<file path="src/rtl/life_scan_controller.sv">
// Game-of-Life generation scan: walks the grid in raster order, issues 3x3
// neighbour reads across 9 interleaved banks, then delayed centre writes.
module life_scan_controller #(
    parameter int WIDTH_BLOCKS  = 2,
    parameter int HEIGHT_BLOCKS = 2,
    parameter int ADDR_WIDTH    = 2,
    parameter int WRAP_EDGES    = 0,
    parameter int WRITE_LATENCY = 2,
    parameter int GEN_WIDTH     = 16
) (
    input  logic                    clk,
    input  logic                    resetn,
    input  logic                    start,
    input  logic                    advance,
    output logic                    busy,
    output logic                    done,
    output logic                    read_valid,
    output logic [8:0]              read_enable,
    output logic [9*ADDR_WIDTH-1:0] read_addr,
    output logic [8:0]              write_enable,
    output logic [ADDR_WIDTH-1:0]   write_addr,
    output logic                    frame_buffer_select,
    output logic [GEN_WIDTH-1:0]    generation
);
    localparam int XW = (WIDTH_BLOCKS > 1) ? $clog2(WIDTH_BLOCKS) : 1;
    localparam int YW = (HEIGHT_BLOCKS > 1) ? $clog2(HEIGHT_BLOCKS) : 1;
    localparam int L  = WRITE_LATENCY;
    localparam logic [XW-1:0] XMAX = XW'(WIDTH_BLOCKS - 1);
    localparam logic [YW-1:0] YMAX = YW'(HEIGHT_BLOCKS - 1);
    localparam logic [L-1:0]  HEAD = L'(1) << (L - 1);
    localparam logic          WRAP = (WRAP_EDGES != 0);

    typedef enum logic [1:0] {IDLE, SCAN, DRAIN} state_e;
    state_e state_q, state_d;

    // Pixel coordinate kept as (block, offset-in-block) pairs so no division is needed.
    logic [1:0]    sx_q, sx_d, sy_q, sy_d;
    logic [XW-1:0] bx_q, bx_d;
    logic [YW-1:0] by_q, by_d;

    logic                         read_valid_q;
    logic [8:0]                   read_enable_q;
    logic [8:0][ADDR_WIDTH-1:0]   read_addr_q;
    logic [8:0]                   ctr_oh_q;
    logic [ADDR_WIDTH-1:0]        ctr_addr_q;
    logic [L-1:0]                 vld_pipe_q;
    logic [L-1:0][8:0]            oh_pipe_q;
    logic [L-1:0][ADDR_WIDTH-1:0] addr_pipe_q;
    logic                         done_q, fsel_q;
    logic [GEN_WIDTH-1:0]         gen_q;

    logic issue, last_cell, drain_last;
    assign issue      = (state_q == SCAN) && advance;
    assign last_cell  = (sx_q == 2'd2) && (bx_q == XMAX) && (sy_q == 2'd2) && (by_q == YMAX);
    // Only the head stage may still hold work: the last write issues this cycle.
    assign drain_last = !read_valid_q && ((vld_pipe_q & ~HEAD) == '0);

    always_ff @(posedge clk) begin
        if (!resetn) state_q <= IDLE;
        else         state_q <= state_d;
    end

    always_comb begin
        state_d = state_q;
        case (state_q)
            IDLE:    if (start && !done_q)     state_d = SCAN;
            SCAN:    if (issue && last_cell)   state_d = DRAIN;
            DRAIN:   if (drain_last)           state_d = IDLE;
            default:                           state_d = IDLE;
        endcase
    end

    always_comb begin
        busy = (state_q != IDLE);
    end

    always_comb begin
        sx_d = sx_q; bx_d = bx_q; sy_d = sy_q; by_d = by_q;
        if (issue) begin
            if (sx_q != 2'd2) sx_d = sx_q + 2'd1;
            else begin
                sx_d = 2'd0;
                if (bx_q != XMAX) bx_d = bx_q + XW'(1);
                else begin
                    bx_d = '0;
                    if (sy_q != 2'd2) sy_d = sy_q + 2'd1;
                    else begin
                        sy_d = 2'd0;
                        by_d = (by_q == YMAX) ? '0 : by_q + YW'(1);
                    end
                end
            end
        end
    end

    // Per bank column/row: which block the neighbour falls in and whether it is on-grid.
    logic [2:0][XW-1:0] nbx;
    logic [2:0][YW-1:0] nby;
    logic [2:0]         nvx, nvy;
    logic [1:0]         xp, xm, yp, ym;
    always_comb begin
        xp = (sx_q == 2'd2) ? 2'd0 : sx_q + 2'd1;
        xm = (sx_q == 2'd0) ? 2'd2 : sx_q - 2'd1;
        yp = (sy_q == 2'd2) ? 2'd0 : sy_q + 2'd1;
        ym = (sy_q == 2'd0) ? 2'd2 : sy_q - 2'd1;
        for (int c = 0; c < 3; c++) begin
            nbx[c] = bx_q;
            nvx[c] = 1'b1;
            if (2'(c) == xp && sx_q == 2'd2) begin
                if (bx_q == XMAX) begin nbx[c] = '0; nvx[c] = WRAP; end
                else nbx[c] = bx_q + XW'(1);
            end else if (2'(c) == xm && sx_q == 2'd0) begin
                if (bx_q == '0) begin nbx[c] = XMAX; nvx[c] = WRAP; end
                else nbx[c] = bx_q - XW'(1);
            end
            nby[c] = by_q;
            nvy[c] = 1'b1;
            if (2'(c) == yp && sy_q == 2'd2) begin
                if (by_q == YMAX) begin nby[c] = '0; nvy[c] = WRAP; end
                else nby[c] = by_q + YW'(1);
            end else if (2'(c) == ym && sy_q == 2'd0) begin
                if (by_q == '0) begin nby[c] = YMAX; nvy[c] = WRAP; end
                else nby[c] = by_q - YW'(1);
            end
        end
    end

    logic [8:0]                 en_c;
    logic [8:0][ADDR_WIDTH-1:0] addr_c;
    logic [3:0]                 ctr_bank;
    always_comb begin
        for (int b = 0; b < 9; b++) begin
            en_c[b]   = nvx[b % 3] & nvy[b / 3];
            addr_c[b] = en_c[b] ? ADDR_WIDTH'(nby[b / 3]) * ADDR_WIDTH'(WIDTH_BLOCKS)
                                  + ADDR_WIDTH'(nbx[b % 3]) : '0;
        end
        ctr_bank = {2'b00, sy_q} * 4'd3 + {2'b00, sx_q};
    end

    always_ff @(posedge clk) begin
        if (!resetn) begin
            sx_q <= '0; bx_q <= '0; sy_q <= '0; by_q <= '0;
            read_valid_q <= 1'b0; read_enable_q <= '0; read_addr_q <= '0;
            ctr_oh_q <= '0; ctr_addr_q <= '0;
            vld_pipe_q <= '0; oh_pipe_q <= '0; addr_pipe_q <= '0;
        end else begin
            sx_q <= sx_d; bx_q <= bx_d; sy_q <= sy_d; by_q <= by_d;
            read_valid_q <= issue;
            if (issue) begin
                read_enable_q <= en_c;
                read_addr_q   <= addr_c;
                ctr_oh_q      <= 9'(1) << ctr_bank;
                ctr_addr_q    <= ADDR_WIDTH'(by_q) * ADDR_WIDTH'(WIDTH_BLOCKS) + ADDR_WIDTH'(bx_q);
            end else begin
                read_enable_q <= '0;
            end
            // Free-running write delay line; never stalled by advance.
            vld_pipe_q[0]  <= read_valid_q;
            oh_pipe_q[0]   <= ctr_oh_q;
            addr_pipe_q[0] <= ctr_addr_q;
            for (int k = 1; k < L; k++) begin
                vld_pipe_q[k]  <= vld_pipe_q[k-1];
                oh_pipe_q[k]   <= oh_pipe_q[k-1];
                addr_pipe_q[k] <= addr_pipe_q[k-1];
            end
        end
    end

    always_ff @(posedge clk) begin
        if (!resetn) begin
            done_q <= 1'b0; fsel_q <= 1'b0; gen_q <= '0;
        end else begin
            done_q <= (state_q == DRAIN) && drain_last;
            if ((state_q == DRAIN) && drain_last) begin
                fsel_q <= ~fsel_q;
                gen_q  <= gen_q + GEN_WIDTH'(1);
            end
        end
    end

    assign done                = done_q;
    assign read_valid          = read_valid_q;
    assign read_enable         = read_enable_q;
    assign read_addr           = read_addr_q;
    assign write_enable        = vld_pipe_q[L-1] ? oh_pipe_q[L-1] : 9'd0;
    assign write_addr          = addr_pipe_q[L-1];
    assign frame_buffer_select = fsel_q;
    assign generation          = gen_q;
endmodule
</file>
<file path="config.mk">
export PLATFORM = sky130hd
export DESIGN_NAME = life_scan_controller
export DESIGN_NICKNAME = d
export VERILOG_FILES = /design/src/rtl/life_scan_controller.sv
export SDC_FILE = /design/constraint.sdc
export NUM_CORES = 1
export LEC_CHECK = 0
export ABC_AREA = 1
export BUFFER_PORTS_ARGS = -buffer_cell sky130_fd_sc_hd__buf_2
export CORE_MARGIN = 3
export CORE_UTILIZATION = 34
export DETAILED_ROUTE_END_ITERATION = 10
export HOLD_SLACK_MARGIN = 0.06
export PLACE_DENSITY = 0.52
export SLEW_MARGIN = 10
export SYNTH_ARGS = -nofsm -noshare
export SYNTH_HDL_FRONTEND = slang
export SYNTH_SLANG_ARGS = --single-unit
</file>
<file path="constraint.sdc">
create_clock -name clk -period 2 [get_ports clk]
set_input_delay 0.1 -clock clk [delete_from_list [all_inputs] [get_ports clk]]
set_output_delay 0.1 -clock clk [all_outputs]
set_load 0.02 [all_outputs]
</file>
==> flow_summary.json, run 1 <==
{
  "status": "finished clean",
  "grt_usage": 0.136,
  "drc": 0,
  "synth_mux_area_frac": 0,
  "synth-xor-area-share": 0.00719,
  "setup_viol": 0,
  "drive_above_1_share": 0.227,
  "synth_cells": 464,
  "ant_nets": 0,
  "cts-root-buf": "clkbuf_8",
  "ioPinCount": 62,
  "rsz0062_at_grt": "true",
  "path_common_cell": "fa_1",
  "final_hold_viol_count": 0,
  "grt_max_degree": 26,
  "netlist_area_um2": 3660,
  "antenna_found_initial": 0,
  "ys_ff_latch": 89,
  "nets": 556,
  "netlist-cell-type-count": 32,
  "routed_wl_um": 7390,
  "grt_pass1_vias": 2803,
  "synth.top_cells.by_area": "dfxtp_1, nand2_1, inv_1",
  "max_cap_viol_count": 0,
  "core_area_um2": 10400,
  "drt_iter0_markers": 139,
  "clk_pin_slew_ns": 0.09,
  "cts_tree": "done",
  "cp_data_arrival_time_ns": 2.25,
  "initial_utilization": 0.353,
  "vias_per_cell": 4.30,
  "htreeDepth": 3,
  "die_h_um": 110,
  "worst_setup_path_start_kind": "flip-flop",
  "die_w_um": 110,
  "yosys.area_share.simple": 0.242,
  "cts_num_sinks": 89,
  "hold_class": "in2reg",
  "dieArea_um2": 12000,
  "synth.largest_area_cell": "dfxtp_1",
  "required_ns": 2.29,
  "endpoint_kind": "flip-flop",
  "synth_compound_gate_area_share": 0.0897,
  "gp_congestion": 0.786,
  "cpMaxStageDelayCell": "fa_1",
  "placement.io_buffers": 61,
  "skew_ns": 0.0167,
  "vias": 2898,
  "period_needed_ns": 1.96,
  "synth_top_cell_area_share": 0.487,
  "syn2layout_area_growth_pct": 19.6,
  "slowest_delay_ns": 0.59,
  "path_class": "reg2reg",
  "grt_pass1_wl_um": 12800,
  "grt_overflow": 0,
  "irDropWorstVdd_uv": 334,
  "wl_per_cell_um": 11.0,
  "first_pass_iters": 4,
  "power_density_nw_per_um2": 721,
  "crit_fanout": 2,
  "synth.avg_cell_area_um2": 7.88,
  "cts_made_buffers": 9,
  "power_w": 0.00315,
  "yosys_warnings": 0,
  "p_leak_nw": 2.17,
  "n_antenna_cell": 0,
  "slew_viol_final": 0,
  "timing.fmax_mhz": 511,
  "tns_ns": 0,
  "yosys.area_share.adder": 0.0712,
  "cp_cell_sequence": "fa_1, ha_4, inv_2, fa_1, nand3_2, o22ai_2",
  "clockBufferDepth": 2,
  "fp-row-count": 37,
  "clk_latency_ns": 0.36,
  "synth_top_family_by_area": "simple AND/OR/NAND/NOR gates",
  "ys_seq_area_frac": 0.487,
  "period_share": 0.979,
  "hpwl_um": 5430
}
[Yosys cell counts, drive strengths merged]
| cell | count |
|---|---|
| nand3 | 11 |
| dfxtp | 89 |
| xor2 | 3 |
| a211oi | 1 |
| nand2 | 117 |
| o22ai | 10 |
| buf | 11 |
| nand3b | 1 |
| a31oi | 1 |
| o21ai | 13 |
| nor2 | 59 |
| ha | 16 |
| fa | 3 |
| inv | 76 |
| nand4 | 3 |
| conb | 1 |
| a22oi | 2 |
| nor3 | 12 |
| a21oi | 31 |
| clkbuf | 4 |
[worst max-delay path, delay by kind of cell, from the launching register on]
kind	cells	cell delay (ns)
compound gates	1	0.13
fa+ha+maj	3	1.27
buf+inv	1	0.04
flops	1	0.34
simple gates	1	0.11
[stage by stage]
step           worst slack (ns)  instances  hold slack, ns   util  instance area, µm²
2_1_floorplan             0.141        466           0.267      -                3660
3_3_place_gp              0.117        656           0.398  0.396                4110
3_5_place_dp             0.0286        656           0.397  0.396                4110
4_1_cts                 0.00442        673           0.118  0.416                4310
5_1_grt                 -0.0276        674           0.140  0.422                4370
6_report                 0.0429        674           0.141  0.422                4370
[worst paths after layout]
kind	start	endpoint	slack [ns]	cells past startpoint
max	sx_q[1]$_SDFFE_PN0P_	ctr_oh_q[2]$_SDFFE_PN0P_	0.04	6
min	resetn	oh_pipe_q[14]$_SDFF_PN0_	0.14	3
max reg2reg	sx_q[1]$_SDFFE_PN0P_	ctr_oh_q[2]$_SDFFE_PN0P_	0.04	6
min reg2reg	oh_pipe_q[5]$_SDFF_PN0_	oh_pipe_q[14]$_SDFF_PN0_	0.41	2
[flip-flops by register name (all words and copies together), names as in the netlist, 2 cells and up]
name / count
write_addr: 2
state_q: 2
ctr_oh_q: 9
oh_pipe_q: 18
generation: 16
read_enable: 9
sx_q: 2
vld_pipe_q: 2
read_addr: 18
ctr_addr_q: 2
sy_q: 2
addr_pipe_q: 2
[layout make-up]
type                            instances  area [µm²]
Timing Repair Buffer                   71         383
Clock inverter                          5        56.3
Multi-Input combinational cell        286        1560
Tap cell                              136         170
Fill cell                            1110        6000
Inverter                               76         285
Clock buffer                           11         131
Sequential cell                        89        1780
[cells in the final DEF, fill, tap and decap left out, types with 3 or more instances in the layout]
| cell | synthesis | routed |
|---|---|---|
| buf_2 | 4 | 61 |
| a21oi_2 | 3 | 3 |
| o21ai_0 | 8 | 8 |
| nor2_1 | 47 | 47 |
| buf_4 | 3 | 9 |
| dfxtp_1 | 89 | 88 |
| clkbuf_8 | 0 | 9 |
| a21oi_1 | 28 | 28 |
| nand3_2 | 3 | 5 |
| nand3_1 | 8 | 5 |
| ha_1 | 16 | 15 |
| o22ai_1 | 10 | 8 |
| nor2_2 | 9 | 9 |
| nor3_1 | 11 | 11 |
| xor2_1 | 3 | 3 |
| nand2_1 | 114 | 114 |
| inv_1 | 71 | 70 |
| inv_2 | 5 | 6 |
| o21ai_1 | 5 | 4 |
| nand4_1 | 3 | 3 |
| nand2_2 | 3 | 3 |
| conb_1 | 1 | 3 |
[logic make-up (layout without fill, tap and decap cells)]
logic type	Yosys count	count (layout)
XOR/XNOR	3	3
flip-flops	89	89
AO/OA/AOI/OAI	58	58
buffers and inverters	91	163
other	1	3
AND/OR/NAND/NOR	203	203
adder cells (fa/ha/maj)	19	19
[layer usage]
metal	vias up	global-route usage	routed length (µm)
li1	1556	-	-
met1	1282	0.159	3520
met2	51	0.234	3470
met3	9	0.0399	299
met4	0	0.0481	98
met5	-	0	0
[repair_timing]
| item | in CTS | in global routing |
|---|---|---|
| setup buffers | 0 | 1 |
| endpoints found under the setup margin | 6 | 15 |
| resized for setup | 2 | 10 |
| pin swaps | 0 | 4 |
| hold endpoints to repair | 1 | 0 |
| hold buffers | 1 | 0 |
[power breakdown]
group          total (W)  internal (W)  switching [W]
Combinational   0.000167     0.0000507       0.000117
Clock            0.00119      0.000577       0.000609
Sequential       0.00180       0.00179      0.0000101
Total            0.00315       0.00241       0.000736
Note: power is estimated with default switching activity, not from simulation.
==> inputs of run 2 (changes only) <==
--- a/config.mk
+++ b/config.mk
@@ -7,11 +7,12 @@
 export LEC_CHECK = 0
 export ABC_AREA = 1
 export BUFFER_PORTS_ARGS = -buffer_cell sky130_fd_sc_hd__buf_2
-export CORE_MARGIN = 3
+export CORE_MARGIN = 5
 export CORE_UTILIZATION = 34
 export DETAILED_ROUTE_END_ITERATION = 10
 export HOLD_SLACK_MARGIN = 0.06
 export PLACE_DENSITY = 0.52
+export RECOVER_POWER = 25
 export SLEW_MARGIN = 10
 export SYNTH_ARGS = -nofsm -noshare
 export SYNTH_HDL_FRONTEND = slang
==> run 2 against run 1 <==
Compared with the run above:
- critical path type unchanged
- largest cell class unchanged
- combinational power fell by 3%
- fmax increased by 0.72%
- clock power rose by 19%
- clock-buffer cell count down 2
- global-route usage decreased by 1.1 points
- sequential power about the same
- largest power group unchanged
==> flow_summary.json, run 2 (synthesized netlist as in run 1, its figures left out) <==
{
  "status": "finished clean",
  "die_w_um": 114,
  "slew_viol_final": 0,
  "worst_setup_path_start_kind": "flip-flop",
  "hpwl_um": 5570,
  "hold_start": "resetn",
  "placement.io_buffers": 61,
  "skew_ns": 0.00909,
  "dieArea_um2": 12900,
  "reg2reg_from": "sx_q[1]$_SDFFE_PN0P_",
  "htreeDepth": 3,
  "required_ns": 2.29,
  "routed_wl_um": 7490,
  "fillers": 1099,
  "rsz0062_at_grt": "true",
  "cts_num_sinks": 89,
  "crit_fanout": 3,
  "ioPinCount": 62,
  "endpoint_kind": "flip-flop",
  "grt_pass1_vias": 2916,
  "syn2layout_area_growth_pct": 19.6,
  "period_share": 0.972,
  "setup_viol": 0,
  "grt_pass1_wl_um": 13100,
  "final_common_cell": "nand2_1",
  "core_area_um2": 10400,
  "grt_max_degree": 24,
  "post_cts_buffers": 0,
  "fin_ws_ns": 0.0570,
  "grt_usage": 0.124,
  "clockBufferDepth": 2,
  "initial_utilization": 0.351,
  "first_pass_iters": 4,
  "grt_overflow": 0,
  "multi_input_area_um2": 1540,
  "period_needed_ns": 1.94,
  "hold_class": "in2reg",
  "setup.worst_path.start": "sx_q[1]$_SDFFE_PN0P_",
  "final_cell_mix": "nand2_1, dfxtp_1, inv_1",
  "drc": 0,
  "drive_above_1_share": 0.204,
  "vias": 2936,
  "p_leak_nw": 2.15,
  "die_h_um": 114,
  "cts_made_buffers": 9,
  "fp-row-count": 37,
  "path_class": "reg2reg",
  "cts-root-buf": "clkbuf_8",
  "max_cap_viol_count": 0,
  "final_cell_area_um2": 4370,
  "n_antenna_cell": 0,
  "final_hold_viol_count": 0,
  "pre_cts_slack_ns": 0.0508,
  "clk_latency_ns": 0.36,
  "vias_per_cell": 4.36,
  "timing.fmax_mhz": 515,
  "gp_congestion": 0.759,
  "clk_pin_slew_ns": 0.10,
  "nets": 556,
  "wl_per_cell_um": 11.1,
  "antenna_found_initial": 0,
  "drt_iter0_markers": 102,
  "place_area_um2": 4120,
  "cp_data_arrival_time_ns": 2.23,
  "cts_tree": "done",
  "regArea_um2": 1780,
  "ant_nets": 0,
  "power_density_nw_per_um2": 773,
  "irDropWorstVdd_uv": 340
}
==> run 2: cell types whose count changed in the layout (fill, tap and decap cells not counted), moves of 2 or more <==
cell | previous run | this run
clkinv_2 | 2 | 0
inv_6 | 0 | 3
clkbuf_1 | 2 | 10
buf_2 | 61 | 51
==> run 2: what timing repair did <==
action | 4_1_cts | 5_1_grt
endpoints found under the hold margin | 1 | 0
hold buffers | 1 | 0
resized for setup | 0 | 7
setup endpoints to repair | 0 | 12
==> run 2: path summary, 6_finish.rpt <==
path	end	cells past startpoint	slack, ns
setup / recovery	ctr_oh_q[0]$_SDFFE_PN0P_	6	0.06
hold / removal	write_addr[0]$_SDFF_PN0_	3	0.15
setup reg to reg	ctr_oh_q[0]$_SDFFE_PN0P_	6	0.06
hold reg to reg	write_addr[1]$_SDFF_PN0_	2	0.41
==> run 2: report_power, final <==
group / internal (W) / total (W) / switching, W
Clock: 0.000726 / 0.00142 / 0.000693
Combinational: 0.0000483 / 0.000162 / 0.000114
Sequential: 0.00179 / 0.00180 / 0.0000105
Total: 0.00256 / 0.00338 / 0.000817
==> run 2: per-stage QoR <==
stage          TNS (ns)  instances  total power [W]  utilization  hold WS (ns)
2_1_floorplan         0        466          0.00196            -         0.267
5_1_grt         -0.0678        674          0.00354        0.420         0.163
6_report              0        674          0.00338        0.420         0.153
3_3_place_gp          0        657          0.00200        0.395         0.392
3_5_place_dp          0        657          0.00200        0.395         0.394
4_1_cts               0        674          0.00343        0.418         0.127
==> run 2: cell type report <==
cell class              count  share of cell area
clock buffers               9              0.0283
repair buffers             71              0.0847
inverters                  76              0.0652
flip-flops and latches     89               0.408
multi-input cells         286               0.351
well taps                 136              0.0389
clock inverters             7              0.0240
==> run 2: per-layer routing <==
metal / share of wire / track usage / routed length [µm] / vias to the layer above
met5: 0 / 0 / 0 / -
met4: 0.015 / 0.0417 / 109 / 0
met3: 0.052 / 0.0440 / 388 / 9
met2: 0.48 / 0.212 / 3600 / 50
met1: 0.45 / 0.145 / 3400 / 1315
li1: - / - / - / 1562
==> run 2: critical path: stages, from the launching register on <==
cell,delay [ns]
dfxtp_2,0.35
fa_1,0.54
ha_2,0.19
inv_1,0.05
fa_1,0.51
nand3_1,0.10
o22ai_1,0.13
==> inputs of run 3 (changes only) <==
--- a/config.mk
+++ b/config.mk
@@ -8,10 +8,11 @@
 export ABC_AREA = 1
 export BUFFER_PORTS_ARGS = -buffer_cell sky130_fd_sc_hd__buf_2
 export CORE_MARGIN = 5
-export CORE_UTILIZATION = 34
+export CORE_UTILIZATION = 58
+export CTS_BUF_LIST = sky130_fd_sc_hd__clkbuf_8
 export DETAILED_ROUTE_END_ITERATION = 10
 export HOLD_SLACK_MARGIN = 0.06
-export PLACE_DENSITY = 0.52
+export PLACE_DENSITY = 0.81
 export RECOVER_POWER = 25
 export SLEW_MARGIN = 10
 export SYNTH_ARGS = -nofsm -noshare
==> run 3 against run 2 <==
Compared with the run above:
- the flow now finishes with violations (negative setup slack)
- routed wire length increased by 2.0%
- setup slack got worse by 0.11 ns
- clock power decreased by 3%
- total power shrank 1.1%
- via count rose by 4.2%
- combinational power is essentially flat
- clock-buffer cell count grew 2
- final cell count down 9.2%
- fmax fell by 5.6%
- critical path depth unchanged
- first-iteration DRC count decreased by 6.9%
- sequential power about the same
- largest power group unchanged
==> flow_summary.json, run 3 (synthesized netlist as in run 1, its figures left out) <==
{
  "worst_setup_path_start_kind": "flip-flop",
  "syn2layout_area_growth_pct": 16.9,
  "grt_pass1_wl_um": 13100,
  "p_int_w": 0.00260,
  "max_cap_viol_count": 0,
  "drive_above_1_share": 0.172,
  "clk_latency_ns": 0.36,
  "endpoint_kind": "flip-flop",
  "p_leak_nw": 2.05,
  "setup_viol": 4,
  "nets": 553,
  "power_density_nw_per_um2": 781,
  "crit_fanout": 3,
  "cts_num_sinks": 89,
  "path_class": "reg2reg",
  "core_area_um2": 6240,
  "hpwl_um": 5360,
  "power.switching_w": 0.000740,
  "cts_made_buffers": 9,
  "clockBufferDepth": 2,
  "fp-row-count": 29,
  "htreeDepth": 3,
  "final_cell_mix": "nand2_1, dfxtp_1, inv_1",
  "ioPinCount": 62,
  "fillers": 491,
  "drc": 0,
  "period_needed_ns": 2.06,
  "final_common_cell": "nand2_1",
  "grt_overflow": 0,
  "p_seq_frac": 0.538,
  "drt_iter0_markers": 95,
  "skew_ns": 0.00916,
  "reg2reg_from": "sx_q[1]$_SDFFE_PN0P_",
  "hold_class": "in2reg",
  "gp_congestion": 0.819,
  "grt_usage": 0.213,
  "timing.fmax_mhz": 486,
  "routed_wl_um": 7640,
  "initial_utilization": 0.586,
  "grt_max_degree": 44,
  "hold_start": "advance",
  "slew_viol_final": 0,
  "cts_tree": "done",
  "vias": 3058,
  "grt_pass1_vias": 2964,
  "wl_per_cell_um": 12.5,
  "placement.io_buffers": 61,
  "swShare": 0.221,
  "required_ns": 2.28,
  "irDropWorstVdd_uv": 421,
  "first_pass_iters": 7,
  "n_antenna_cell": 0,
  "clk_pin_slew_ns": 0.09,
  "vias_per_cell": 5.00,
  "antenna_found_initial": 0,
  "cts-root-buf": "clkbuf_8",
  "rsz0062_at_grt": "true",
  "power_w": 0.00334,
  "dieArea_um2": 7990,
  "tns_ns": -0.0900,
  "power_frac_comb": 0.049,
  "status": "finished, violations left",
  "final_hold_viol_count": 0,
  "clkPwrFrac": 0.413,
  "fin_ws_ns": -0.0575,
  "setup.worst_path.start": "sx_q[1]$_SDFFE_PN0P_",
  "cp_data_arrival_time_ns": 2.34,
  "violations": "negative setup slack",
  "die_h_um": 89.4,
  "period_share": 1.03,
  "die_w_um": 89.4,
  "ant_nets": 0
}
run 3: cell types whose count changed in the layout (fill, tap and decap cells not counted), moves of 2 or more:
cell	before	now
fa_2	0	2
clkinv_2	0	2
buf_4	9	5
clkbuf_8	9	11
fa_1	3	1
inv_6	3	0
clkbuf_1	10	30
buf_2	51	31
run 3: final cells by class:
class	instances	area, µm²	area share
Clock buffer	11	151	0.0354
Clock inverter	5	77.6	0.0181
Inverter	76	285	0.0667
Multi-Input combinational cell	286	1550	0.363
Sequential cell	89	1790	0.418
Tap cell	77	96.3	0.0225
Timing Repair Buffer	68	325	0.0761
run 3: repair_timing:
action | 4_1_cts | 5_1_grt
pin swaps | 1 | 3
setup buffers | 0 | 0
gates resized for setup | 1 | 13
hold buffers | 2 | 0
hold endpoints to repair | 2 | 0
setup endpoints to repair | 7 | 21
gates cloned | 0 | 0
run 3: power by group through the flow:
stage,combinational [W],sequential (W),clock [W]
5_1_grt,0.000181,0.00180,0.00150
2_1_floorplan,0.000112,0.00185,0
4_1_cts,0.000160,0.00180,0.00141
3_5_place_dp,0.000156,0.00184,0
6_report,0.000164,0.00180,0.00138
3_3_place_gp,0.000152,0.00184,0
run 3: final timing paths:
check                                  end  slack, ns  cells after the start
hold reg to reg   oh_pipe_q[16]$_SDFF_PN0_       0.41                      2
setup reg to reg  ctr_oh_q[0]$_SDFFE_PN0P_      -0.06                      6
hold / removal       read_valid$_SDFF_PN0_       0.24                      3
setup / recovery  ctr_oh_q[0]$_SDFFE_PN0P_      -0.06                      6
run 3: routing by layer:
layer	wire length, µm	vias to the layer above	global-route usage
li1	-	1559	-
met1	3240	1421	0.234
met2	3870	55	0.385
met3	341	23	0.0571
met4	193	0	0.0866
met5	0	-	0
run 3: worst max-delay path, stage by stage, from the launching register on:
cell and delay (ns):
dfxtp_4 0.36, fa_1 0.57, ha_2 0.22, inv_2 0.04, fa_2 0.55, nand3_2 0.08, o22ai_1 0.16
run 3: per-stage QoR:
step	hold WS, ns	area [µm²]	cells	util	worst slack [ns]
final	0.242	4280	612	0.685	-0.0575
after global routing	0.236	4280	612	0.685	-0.140
after CTS	0.213	4270	612	0.683	0.00331
after detailed placement	0.392	4020	594	0.643	0.00772
after global placement	0.390	4020	594	0.643	0.0859
after floorplan	0.267	3660	466	-	0.141
